--- src/rtl/wm8978_pkg.sv ---
// rtl/wm8978_pkg.sv - shared constants, register addresses and FSM states for the WM8978 boot sequencer
package wm8978_pkg;

    localparam logic [23:0] PWRUP_CYC_DEF = 24'd5_000_000;
    localparam logic [4:0]  REG_NUM       = 5'd19;
    localparam logic [1:0]  MAX_RETRY_DEF = 2'd2;
    localparam logic [5:0]  VOL_DEF       = 6'd40;

    localparam logic [6:0] R0_RESET    = 7'd0;
    localparam logic [6:0] R1_PWR1     = 7'd1;
    localparam logic [6:0] R2_PWR2     = 7'd2;
    localparam logic [6:0] R3_PWR3     = 7'd3;
    localparam logic [6:0] R4_AIF      = 7'd4;
    localparam logic [6:0] R6_CLKGEN   = 7'd6;
    localparam logic [6:0] R7_ADDCTL   = 7'd7;
    localparam logic [6:0] R10_DACCTL  = 7'd10;
    localparam logic [6:0] R14_ADCCTL  = 7'd14;
    localparam logic [6:0] R15_LADCVOL = 7'd15;
    localparam logic [6:0] R16_RADCVOL = 7'd16;
    localparam logic [6:0] R43_BEEP    = 7'd43;
    localparam logic [6:0] R44_INPPGA  = 7'd44;
    localparam logic [6:0] R45_LPGAVOL = 7'd45;
    localparam logic [6:0] R46_RPGAVOL = 7'd46;
    localparam logic [6:0] R47_LBOOST  = 7'd47;
    localparam logic [6:0] R48_RBOOST  = 7'd48;
    localparam logic [6:0] R52_LOUT1   = 7'd52;
    localparam logic [6:0] R53_ROUT1   = 7'd53;

    localparam int         HPVU_BIT = 8;
    localparam logic [8:0] HPVU_SET = 9'(1 << HPVU_BIT);

    typedef enum logic [2:0] {
        ST_PWRUP, ST_LOAD, ST_EXEC, ST_WAIT, ST_NEXT, ST_READY, ST_VOL_L, ST_VOL_R
    } cfg_state_t;

    function automatic logic [15:0] i2c_word(input logic [6:0] addr, input logic [8:0] val);
        return {addr, val};
    endfunction

endpackage

--- src/rtl/wm8978_cfg_seq_if.sv ---
// rtl/wm8978_cfg_seq_if.sv - write-only command/response port to the shared I2C driver
interface wm8978_cfg_seq_if;
    logic        exec;
    logic [15:0] data;
    logic        done;
    logic        ack;

    modport master (output exec, output data, input done, input ack);
    modport slave  (input exec, input data, output done, output ack);
endinterface

--- src/rtl/wm8978_cfg_rom.sv ---
// rtl/wm8978_cfg_rom.sv - boot register table: I2S 32-bit slave, mic/ADC path on, headphone volume preset
module wm8978_cfg_rom
    import wm8978_pkg::*;
#(
    parameter logic [5:0] VOL = VOL_DEF
) (
    input  logic [4:0]  idx,
    output logic [15:0] word
);

    always_comb begin
        word = '0;
        case (idx)
            5'd0:  word = i2c_word(R0_RESET,    9'h000);
            5'd1:  word = i2c_word(R1_PWR1,     9'h01B);
            5'd2:  word = i2c_word(R2_PWR2,     9'h1B3);
            5'd3:  word = i2c_word(R3_PWR3,     9'h06F);
            5'd4:  word = i2c_word(R4_AIF,      9'h070);
            5'd5:  word = i2c_word(R6_CLKGEN,   9'h000);
            5'd6:  word = i2c_word(R7_ADDCTL,   9'h000);
            5'd7:  word = i2c_word(R10_DACCTL,  9'h008);
            5'd8:  word = i2c_word(R14_ADCCTL,  9'h108);
            5'd9:  word = i2c_word(R15_LADCVOL, 9'h1FF);
            5'd10: word = i2c_word(R16_RADCVOL, 9'h1FF);
            5'd11: word = i2c_word(R43_BEEP,    9'h010);
            5'd12: word = i2c_word(R44_INPPGA,  9'h033);
            5'd13: word = i2c_word(R45_LPGAVOL, 9'h13F);
            5'd14: word = i2c_word(R46_RPGAVOL, 9'h13F);
            5'd15: word = i2c_word(R47_LBOOST,  9'h100);
            5'd16: word = i2c_word(R48_RBOOST,  9'h100);
            // Left is staged without HPVU; the right write latches both channels together.
            5'd17: word = i2c_word(R52_LOUT1,   {3'b000, VOL});
            5'd18: word = i2c_word(R53_ROUT1,   HPVU_SET | {3'b000, VOL});
            default: word = '0;
        endcase
    end

endmodule

--- src/rtl/wm8978_cfg_seq.sv ---
// rtl/wm8978_cfg_seq.sv - WM8978 boot sequencer with NACK retry and runtime headphone volume writes
module wm8978_cfg_seq
    import wm8978_pkg::*;
#(
    parameter logic [23:0] PWRUP_CYC = PWRUP_CYC_DEF,
    parameter logic [1:0]  MAX_RETRY = MAX_RETRY_DEF,
    parameter logic [5:0]  VOL_INIT  = VOL_DEF
) (
    input  logic                     clk,
    input  logic                     rst_n,
    wm8978_cfg_seq_if.master         i2c,
    input  logic                     vol_req,
    input  logic [5:0]               vol_val,
    output logic                     vol_busy,
    output logic                     cfg_done,
    output logic                     cfg_err
);

    cfg_state_t  state;
    cfg_state_t  ret_st;
    logic [23:0] dly_cnt;
    logic [4:0]  idx;
    logic [1:0]  retry;
    logic        pending;
    logic [5:0]  vol_lat;
    logic [5:0]  vol_cur;
    logic [15:0] rom_word;

    wm8978_cfg_rom #(.VOL(VOL_INIT)) u_rom (
        .idx  (idx),
        .word (rom_word)
    );

    always_ff @(posedge clk or negedge rst_n) begin
        if (!rst_n) begin
            state    <= ST_PWRUP;
            ret_st   <= ST_NEXT;
            dly_cnt  <= '0;
            idx      <= '0;
            retry    <= '0;
            pending  <= 1'b0;
            vol_lat  <= '0;
            vol_cur  <= '0;
            i2c.exec <= 1'b0;
            i2c.data <= '0;
            vol_busy <= 1'b0;
            cfg_done <= 1'b0;
            cfg_err  <= 1'b0;
        end else begin
            i2c.exec <= 1'b0;
            case (state)
                ST_PWRUP: begin
                    if (dly_cnt == PWRUP_CYC - 24'd1) state <= ST_LOAD;
                    else dly_cnt <= dly_cnt + 24'd1;
                end
                ST_LOAD: begin
                    i2c.data <= rom_word;
                    ret_st   <= ST_NEXT;
                    i2c.exec <= 1'b1;
                    state    <= ST_EXEC;
                end
                ST_EXEC: state <= ST_WAIT;
                ST_WAIT: begin
                    if (i2c.done) begin
                        if (i2c.ack && retry != MAX_RETRY) begin
                            retry    <= retry + 2'd1;
                            i2c.exec <= 1'b1;
                            state    <= ST_EXEC;
                        end else begin
                            if (i2c.ack) cfg_err <= 1'b1;
                            retry <= '0;
                            state <= ret_st;
                        end
                    end
                end
                ST_NEXT: begin
                    if (idx == REG_NUM - 5'd1) begin
                        state    <= ST_READY;
                        cfg_done <= 1'b1;
                    end else begin
                        idx   <= idx + 5'd1;
                        state <= ST_LOAD;
                    end
                end
                ST_READY: begin
                    // Snapshot so both halves of a pair carry the same volume.
                    if (pending) begin
                        vol_cur <= vol_lat;
                        state   <= ST_VOL_L;
                    end
                end
                ST_VOL_L: begin
                    i2c.data <= i2c_word(R52_LOUT1, {3'b000, vol_cur});
                    ret_st   <= ST_VOL_R;
                    i2c.exec <= 1'b1;
                    state    <= ST_EXEC;
                end
                ST_VOL_R: begin
                    i2c.data <= i2c_word(R53_ROUT1, HPVU_SET | {3'b000, vol_cur});
                    ret_st   <= ST_READY;
                    i2c.exec <= 1'b1;
                    state    <= ST_EXEC;
                end
            endcase

            if (vol_req) begin
                vol_lat  <= vol_val;
                pending  <= 1'b1;
                vol_busy <= 1'b1;
            end else if (state == ST_READY) begin
                if (pending) pending  <= 1'b0;
                else         vol_busy <= 1'b0;
            end
        end
    end

endmodule

--- src/flat_wrapper.sv ---
// flat-port wrapper written by rule: the top's interface ports become plain ports
module wm8978_cfg_seq_flat import wm8978_pkg::*;
#(
    parameter logic [23:0] PWRUP_CYC = PWRUP_CYC_DEF,
    parameter logic [1:0]  MAX_RETRY = MAX_RETRY_DEF,
    parameter logic [5:0]  VOL_INIT  = VOL_DEF
)
  (clk, rst_n, vol_req, vol_val, vol_busy, cfg_done, cfg_err, i2c_exec, i2c_data, i2c_done, i2c_ack);
  wm8978_cfg_seq_if i2c_i ();
  input  logic clk;
  input  logic rst_n;
  input  logic vol_req;
  input  logic [5:0] vol_val;
  output logic vol_busy;
  output logic cfg_done;
  output logic cfg_err;
  output wire logic [$bits(i2c_i.exec)-1:0] i2c_exec;
  output wire logic [$bits(i2c_i.data)-1:0] i2c_data;
  input wire logic [$bits(i2c_i.done)-1:0] i2c_done;
  input wire logic [$bits(i2c_i.ack)-1:0] i2c_ack;
  assign i2c_exec = i2c_i.exec;
  assign i2c_data = i2c_i.data;
  assign i2c_i.done = i2c_done;
  assign i2c_i.ack = i2c_ack;
  wm8978_cfg_seq #(.PWRUP_CYC(PWRUP_CYC), .MAX_RETRY(MAX_RETRY), .VOL_INIT(VOL_INIT)) u_core (.clk(clk), .rst_n(rst_n), .i2c(i2c_i), .vol_req(vol_req), .vol_val(vol_val), .vol_busy(vol_busy), .cfg_done(cfg_done), .cfg_err(cfg_err));
endmodule
--- config.mk ---
export PLATFORM = sky130hd
export DESIGN_NAME = wm8978_cfg_seq_flat
export DESIGN_NICKNAME = d
export VERILOG_FILES = /design/src/rtl/wm8978_pkg.sv /design/src/rtl/wm8978_cfg_seq_if.sv /design/src/rtl/wm8978_cfg_rom.sv /design/src/rtl/wm8978_cfg_seq.sv /design/src/flat_wrapper.sv
export SDC_FILE = /design/constraint.sdc
export NUM_CORES = 1
export LEC_CHECK = 0
export BUFFER_PORTS_ARGS = -buffer_cell sky130_fd_sc_hd__buf_2
export CAP_MARGIN = 25
export CELL_PAD_IN_SITES_DETAIL_PLACEMENT = 0
export CELL_PAD_IN_SITES_GLOBAL_PLACEMENT = 1
export CORE_MARGIN = 2
export CORE_UTILIZATION = 53
export CTS_BUF_LIST = sky130_fd_sc_hd__clkbuf_4 sky130_fd_sc_hd__clkbuf_8
export DETAILED_ROUTE_END_ITERATION = 8
export GPL_ROUTABILITY_DRIVEN = 0
export PLACE_DENSITY = 0.86
export SYNTH_ARGS = -nofsm -noshare
export SYNTH_HDL_FRONTEND = slang
export SYNTH_SLANG_ARGS = --single-unit
--- constraint.sdc ---
create_clock -name clk -period 2.9 [get_ports clk]
set_input_delay 0.58 -clock clk [delete_from_list [all_inputs] [get_ports clk]]
set_output_delay 0.58 -clock clk [all_outputs]
set_load 0.01 [all_outputs]
==> After elaboration in Yosys (flattened, before gate mapping) <==
Memory sizes are Yosys's and may differ from the RTL's.
Cells that the tools add are included.
{ "word_totals": {"mem_bits_ro": 480, "out_inout_bits": 20, "register_bits": 70, "wordCells": 64, "n_memories": 1, "inputBits": 11} }
{ "classes": {"n_bitwise": 3, "n_addsub": 3, "muxes": 17, "eq_ne": 14, "reduce_logical": 13} }
{ "memory_table": {"columns": ["memory", "words", "width", "rd", "rd_ports_with_merged_regs", "wr", "line_no", "rtl"], "rows": [
  ["(no name shown)", 32, 15, 1, 0, 0, "wm8978_cfg_rom.sv:13", "case (idx)"]
]} }
{ "op_table": {"columns": ["op", "n"], "rows": [
  ["one-hot mux 16 bit (3 select lines)", 1],
  ["adder 24 x 1 -> 24 bit (second input constant)", 1],
  ["equality test 24 x 23 -> 1 bit (second input constant)", 1],
  ["one-hot mux 3 bit (6 select lines)", 1],
  ["two-way mux 3 bit", 5],
  ["equality test 3 bit (second input constant)", 4],
  ["AND reduction 2 bit", 6],
  ["one-hot mux 3 bit (3 select lines)", 1],
  ["two-way mux 1 bit", 7],
  ["equality test 3 x 2 -> 1 bit (second input constant)", 2],
  ["inequality test 2 bit (second input constant)", 3],
  ["adder 5 x 1 -> 5 bit (second input constant)", 1],
  ["equality test 5 bit (second input constant)", 1],
  ["inequality test 2 x 1 -> 1 bit (second input constant)", 2],
  ["AND reduction 4 bit", 1],
  ["equality test 3 x 1 -> 1 bit (second input constant)", 1],
  ["zero test 3 bit", 1],
  ["NOT 1 bit", 3],
  ["AND reduction 3 bit", 1],
  ["nonzero test 3 bit", 1],
  ["OR reduction 3 bit", 1],
  ["adder 2 x 1 -> 2 bit (second input constant)", 1],
  ["two-way mux 2 bit", 1],
  ["one-hot mux 1 bit (2 select lines)", 1],
  ["other kinds (2)", 2]
]} }

==> Logic depth before layout (Yosys ltp) <==
{ "depth": {"word_depth": 5, "ltp_mapped": 8, "mapped_depth_nobuf": 8} }

==> Modules after synthesis <==
Synthesis repeated with hierarchy kept, for this count alone.
{ "hier_totals": {"cells_unflattened": 376, "hier_area_um2": 3709.8} }
{ "modules_own_cells": {"columns": ["mod", "area_per_inst_um2", "instances", "cells_each", "seq_area_each_um2"], "rows": [
  ["wm8978_cfg_seq", 3219.3, 1, 307, 1726.7],
  ["wm8978_cfg_rom", 490.5, 1, 69, 0.0]
]} }

==> Least setup slack after synthesis <==
No wires, ideal clock.
{ "synth_path": {"path_kind": "register to register", "start": "register u_core.idx[1]", "end": "register u_core.i2c.data[4]", "required_time_ns": 2.834, "setup_slack_ns": 1.233, "n_path_buf": 0, "synth_period_minus_slack_ns": 1.667, "setup_ns": 0.066, "path_stages_with_launch": 7, "arrival_ns": 1.601, "path_cell_list": "dfrtp_1 > inv_1 > ha_1 > nor2b_1 > a211oi_1 > a2111oi_0 > a221o_1"} }
{ "synth_via": {"elab_chain_cells": 2} }
{ "synth_rtl": {"columns": ["element", "line_no", "rtl"], "rows": [
  ["start, declared", "wm8978_cfg_seq.sv:22", "logic [4:0] idx;"],
  ["start signal, assigned", "wm8978_cfg_seq.sv:81", "idx <= idx + 5'd1;"],
  ["memory read (32 x 15 bit)", null, null],
  ["one-hot mux 16 bit (3 select lines)", "wm8978_cfg_seq.sv:51", "case (state)"],
  ["end signal, assigned", "wm8978_cfg_seq.sv:57", "i2c.data <= rom_word;"],
  ["end signal, assigned", "wm8978_cfg_seq.sv:93", "i2c.data <= i2c_word(R52_LOUT1, {3'b000, vol_cur});"],
  ["end signal, assigned", "wm8978_cfg_seq.sv:99", "i2c.data <= i2c_word(R53_ROUT1, HPVU_SET | {3'b000, vol_cur});"],
  ["end, declared", "wm8978_cfg_seq_if.sv:8", "modport master (output exec, output data, input done, input ack);"]
]} }
No other way between the ends. The select of a mux whose other input is x is not followed.
A chain may end at the register's enable or synchronous reset.

==> Worst setup path after layout <==
{ "layout_path": {"start": "register u_core.idx[2]", "end": "register u_core.i2c.data[3]"} }
The elaborated chain is that of the path after synthesis.

==> impl_metrics.csv <==
group,metric,value,unit
global_routing,grt_pass1_vias,2492,
global_routing,overflow,0,
critical_path,cpMostUsedCell,"a21oi_1",
critical_path,crit_chain,"inv_1 > ha_1 > a21oi_1 > a21oi_1 > o21ai_0 > a31oi_1 > a21o_1",
critical_path,regToRegSetupSlack,0.89,ns
clocking,cts_sinks,68,
yosys,netlist-cell-type-count,53,
detailed_routing,dr.pass1.iters,4,
critical_path,path_max_fanout,21,
clocking,clockBufferDepth,2,
final_layout,layout-drive-gt1-share,21.4,%
final_layout,multiInputGateArea,1640,sq um
yosys,postSynth.asyncResetShare,100,%
clocking,cts_hold_buffers,0,
clocking,postCtsSetupBuffers,0,
clocking,cts_resized,0,
critical_path,cpPeakStageDelay,0.73,ns
critical_path,crit_path_end_kind,"flip-flop",
detailed_routing,wl,6810,um
die,io_pins,31,
detailed_routing,remaining_drc_errors,0,
die,die_area,7150,sq um
detailed_routing,vias_per_cell,5.85,
final_layout,syn_to_final_growth,11.7,%
detailed_routing,routedWlPerCell,15.6,um
global_routing,grt_use_total,20.9,%
pwr,clkPwrFrac,25.2,%
yosys,synth.largest_area_cell,"dfrtp_1",
timing,worst_pin_slew,0.704,ns
placement,io_buffers,29,
detailed_routing,vias,2550,
final_layout,nets,376,
timing,finalHoldViolations,0,
global_routing,antenna_found_initial,0,
yosys,synthTopCellsByArea,"dfrtp_1, xnor2_1, mux2_2",
yosys,post_synth_xor_area_fraction,6.62,%
critical_path,crit_required,3.14,ns
yosys,synthAdderAreaFrac,4.00,%
detailed_routing,drt_iter0_drc,143,
pwr,power_switching,1.13,mW
yosys,synthTopCellsByCount,"dfrtp_1, nand2_1, xnor2_1",
pwr,p_int,1.97,mW
global_routing,grt_pass1_wl,11900,um
clocking,htree_levels,3,
pwr,p_leak,1.74,nW
timing,fin_tns_setup,0,ns
critical_path,critPathSlowestCell,"dfrtp_1",
placement,dpl.hpwl,4800,um
clocking,cts_buffers,9,
final_layout,antenna_cells,0,
clocking,path_clk_slew,0.08,ns
flow_run,maxCapViolCount,0,
yosys,synth_nets,346,
yosys,synth-edff-count,0,
yosys,avgSynthCellArea,10.6,sq um
critical_path,worstSetupStartpointType,"flip-flop",
final_layout,seqCellArea,1700,sq um
timing,setup_viol,0,
timing,slew_headroom,53.1,%
pwr,power.density,808,nW/um^2
critical_path,path_buf_inv,1,
pwr,finalPower,3.10,mW
timing,post-route-period-util,69.2,%
yosys,ys_seq_area_share,49.5,%
critical_path,crit_family,"flip-flops",
clocking,clk_latency,0.35,ns
die,coreArea,6310,sq um
yosys,synthFlopType,"dfrtp_1",
die,start_util,54.5,%
yosys,yosys_register_bits,68,
status,status,"finished, final reports clean",
yosys,synthMostInstantiatedCell,"dfrtp_1",
pwr,switching_share,36.5,%
die,rows,29,
yosys,synthSimpleGateAreaFrac,18.9,%
final_layout,fillCellCount,542,
global_routing,grt_max_degree,32,
timing,finalClockSkew,0.00758,ns
timing,max_freq,0.499,GHz
timing,rsz0062_at_grt,"no",
yosys,synth_compound_area_share,11.9,%
pwr,combPwrFrac,30.2,%
yosys,synth.area.mux_share,6.11,%
clocking,root_buffer,"clkbuf_8",
die,fp.dieW,84.5,um
pwr,vdd_ir_drop_max,0.483,mV
die,die_y,84.5,um
yosys,ys_warn_count,0,
yosys,syn_inst,324,
yosys,synth_top_family_by_area,"simple AND/OR/NAND/NOR gates",
clocking,cts_tree,"yes",
timing,layout_min_cycle_time,2.01,ns
yosys,syn_area,3440,sq um
pwr,seq_power_share,44.6,%
hold_path,hold_class,"in2async",
timing,final_max_slew_viol_count,0,
critical_path,cp.arrival,2.25,ns
yosys,synth_top_area_share,49.5,%
critical_path,crit_type,"reg2reg",
detailed_routing,drtAntennaViolNets,0,
-- final timing paths --
check / endpoint / depth (start not counted) / startpoint
worst max-delay path: u_core.i2c.data[3] / 7 / u_core.idx[2]
worst min-delay path: u_core.pending / 1 / rst_n
worst min register to register: u_core.dly_cnt[23] / 1 / u_core.dly_cnt[23]
min in group clk: u_core.vol_lat[0] / 2 / vol_val[0]
max in group asynchronous: u_core.vol_cur[1] / 2 / rst_n
worst max register to register: u_core.i2c.data[3] / 7 / u_core.idx[2]
-- per-layer routing --
| layer | share of wire (%) | vias up | GRT usage, % | wire (um) |
|---|---|---|---|---|
| li1 | - | 1232 | - | - |
| met1 | 47 | 1263 | 28.7 | 3200 |
| met2 | 48 | 45 | 32.5 | 3270 |
| met3 | 3.6 | 10 | 5.70 | 247 |
| met4 | 1.3 | 0 | 6.64 | 91 |
| met5 | 0 | - | 0 | 0 |
-- power groups by stage --
stage | combinational, mW | clock [mW] | sequential (mW)
after CTS | 0.947 | 0.814 | 1.39
after global routing | 1.07 | 0.856 | 1.42
after floorplan | 0.693 | 0 | 1.35
after global placement | 0.918 | 0 | 1.40
final | 0.936 | 0.783 | 1.38
after detailed placement | 0.942 | 0 | 1.40
-- worst register-to-register path: cells and delay by family, from the launching register on --
kind            cells  cell delay (ns)
flops               1             0.73
buf+inv             1             0.29
compound gates      5             0.58
fa+ha+maj           1             0.29
-- metrics by stage --
stage               area, sq um  worst slack [ns]  std cells  hold slack [ns]  utilization, %
global placement           3640             0.982        420            0.442            57.7
global route               3840             0.713        436            0.299            60.8
finish                     3840             0.894        436            0.260            60.8
CTS                        3840             0.927        436            0.268            60.8
floorplan                  3440              1.23        324            0.284               -
detailed placement         3640             0.959        420            0.450            57.7
-- cell families (layout without fill, tap and decap cells) --
kind of cell	Yosys count	in the layout
other cells	1	1
buf+inv	23	58
fa+ha+maj	11	11
simple gates	116	116
xor+xnor	26	26
mux	19	19
compound gates	60	60
flops	68	68
-- flip-flops by register name, indices dropped and copies added, names as in the netlist, 2 cells and up --
signal	cells
u_core.vol_lat	6
u_core.retry	2
u_core.state	3
u_core.i2c.data	15
u_core.dly_cnt	24
u_core.vol_cur	6
u_core.idx	5
u_core.ret_st	2
-- cell type report --
cell class                      count  area share, %
Clock buffer                        9           3.22
Clock inverter                      7           1.95
Inverter                           10          0.977
Multi-Input combinational cell    233           42.7
Sequential cell                    68           44.3
Tap cell                           77           2.51
Timing Repair Buffer               32           4.36
-- cells in the final DEF, fill, tap and decap left out, types with 3 or more instances in the layout --
cell type  count
o22ai_1        3
and2_1         4
a21oi_1       10
nand3_1       14
buf_4          3
mux2_2        16
nand4_1       13
and3_1         7
o21ai_0       15
mux2i_1        3
clkbuf_8       9
nand2_1       31
xor2_1         5
nor3_2         3
buf_2         29
inv_1         10
a21o_1         4
o211ai_1       3
ha_1          11
clkinv_4       3
a31oi_1        4
o31ai_1        4
dfrtp_1       68
nor2_1        18
nor3_1         3
xnor2_1       21
nand2b_1       6
Note: power is estimated with default switching activity, not from simulation.
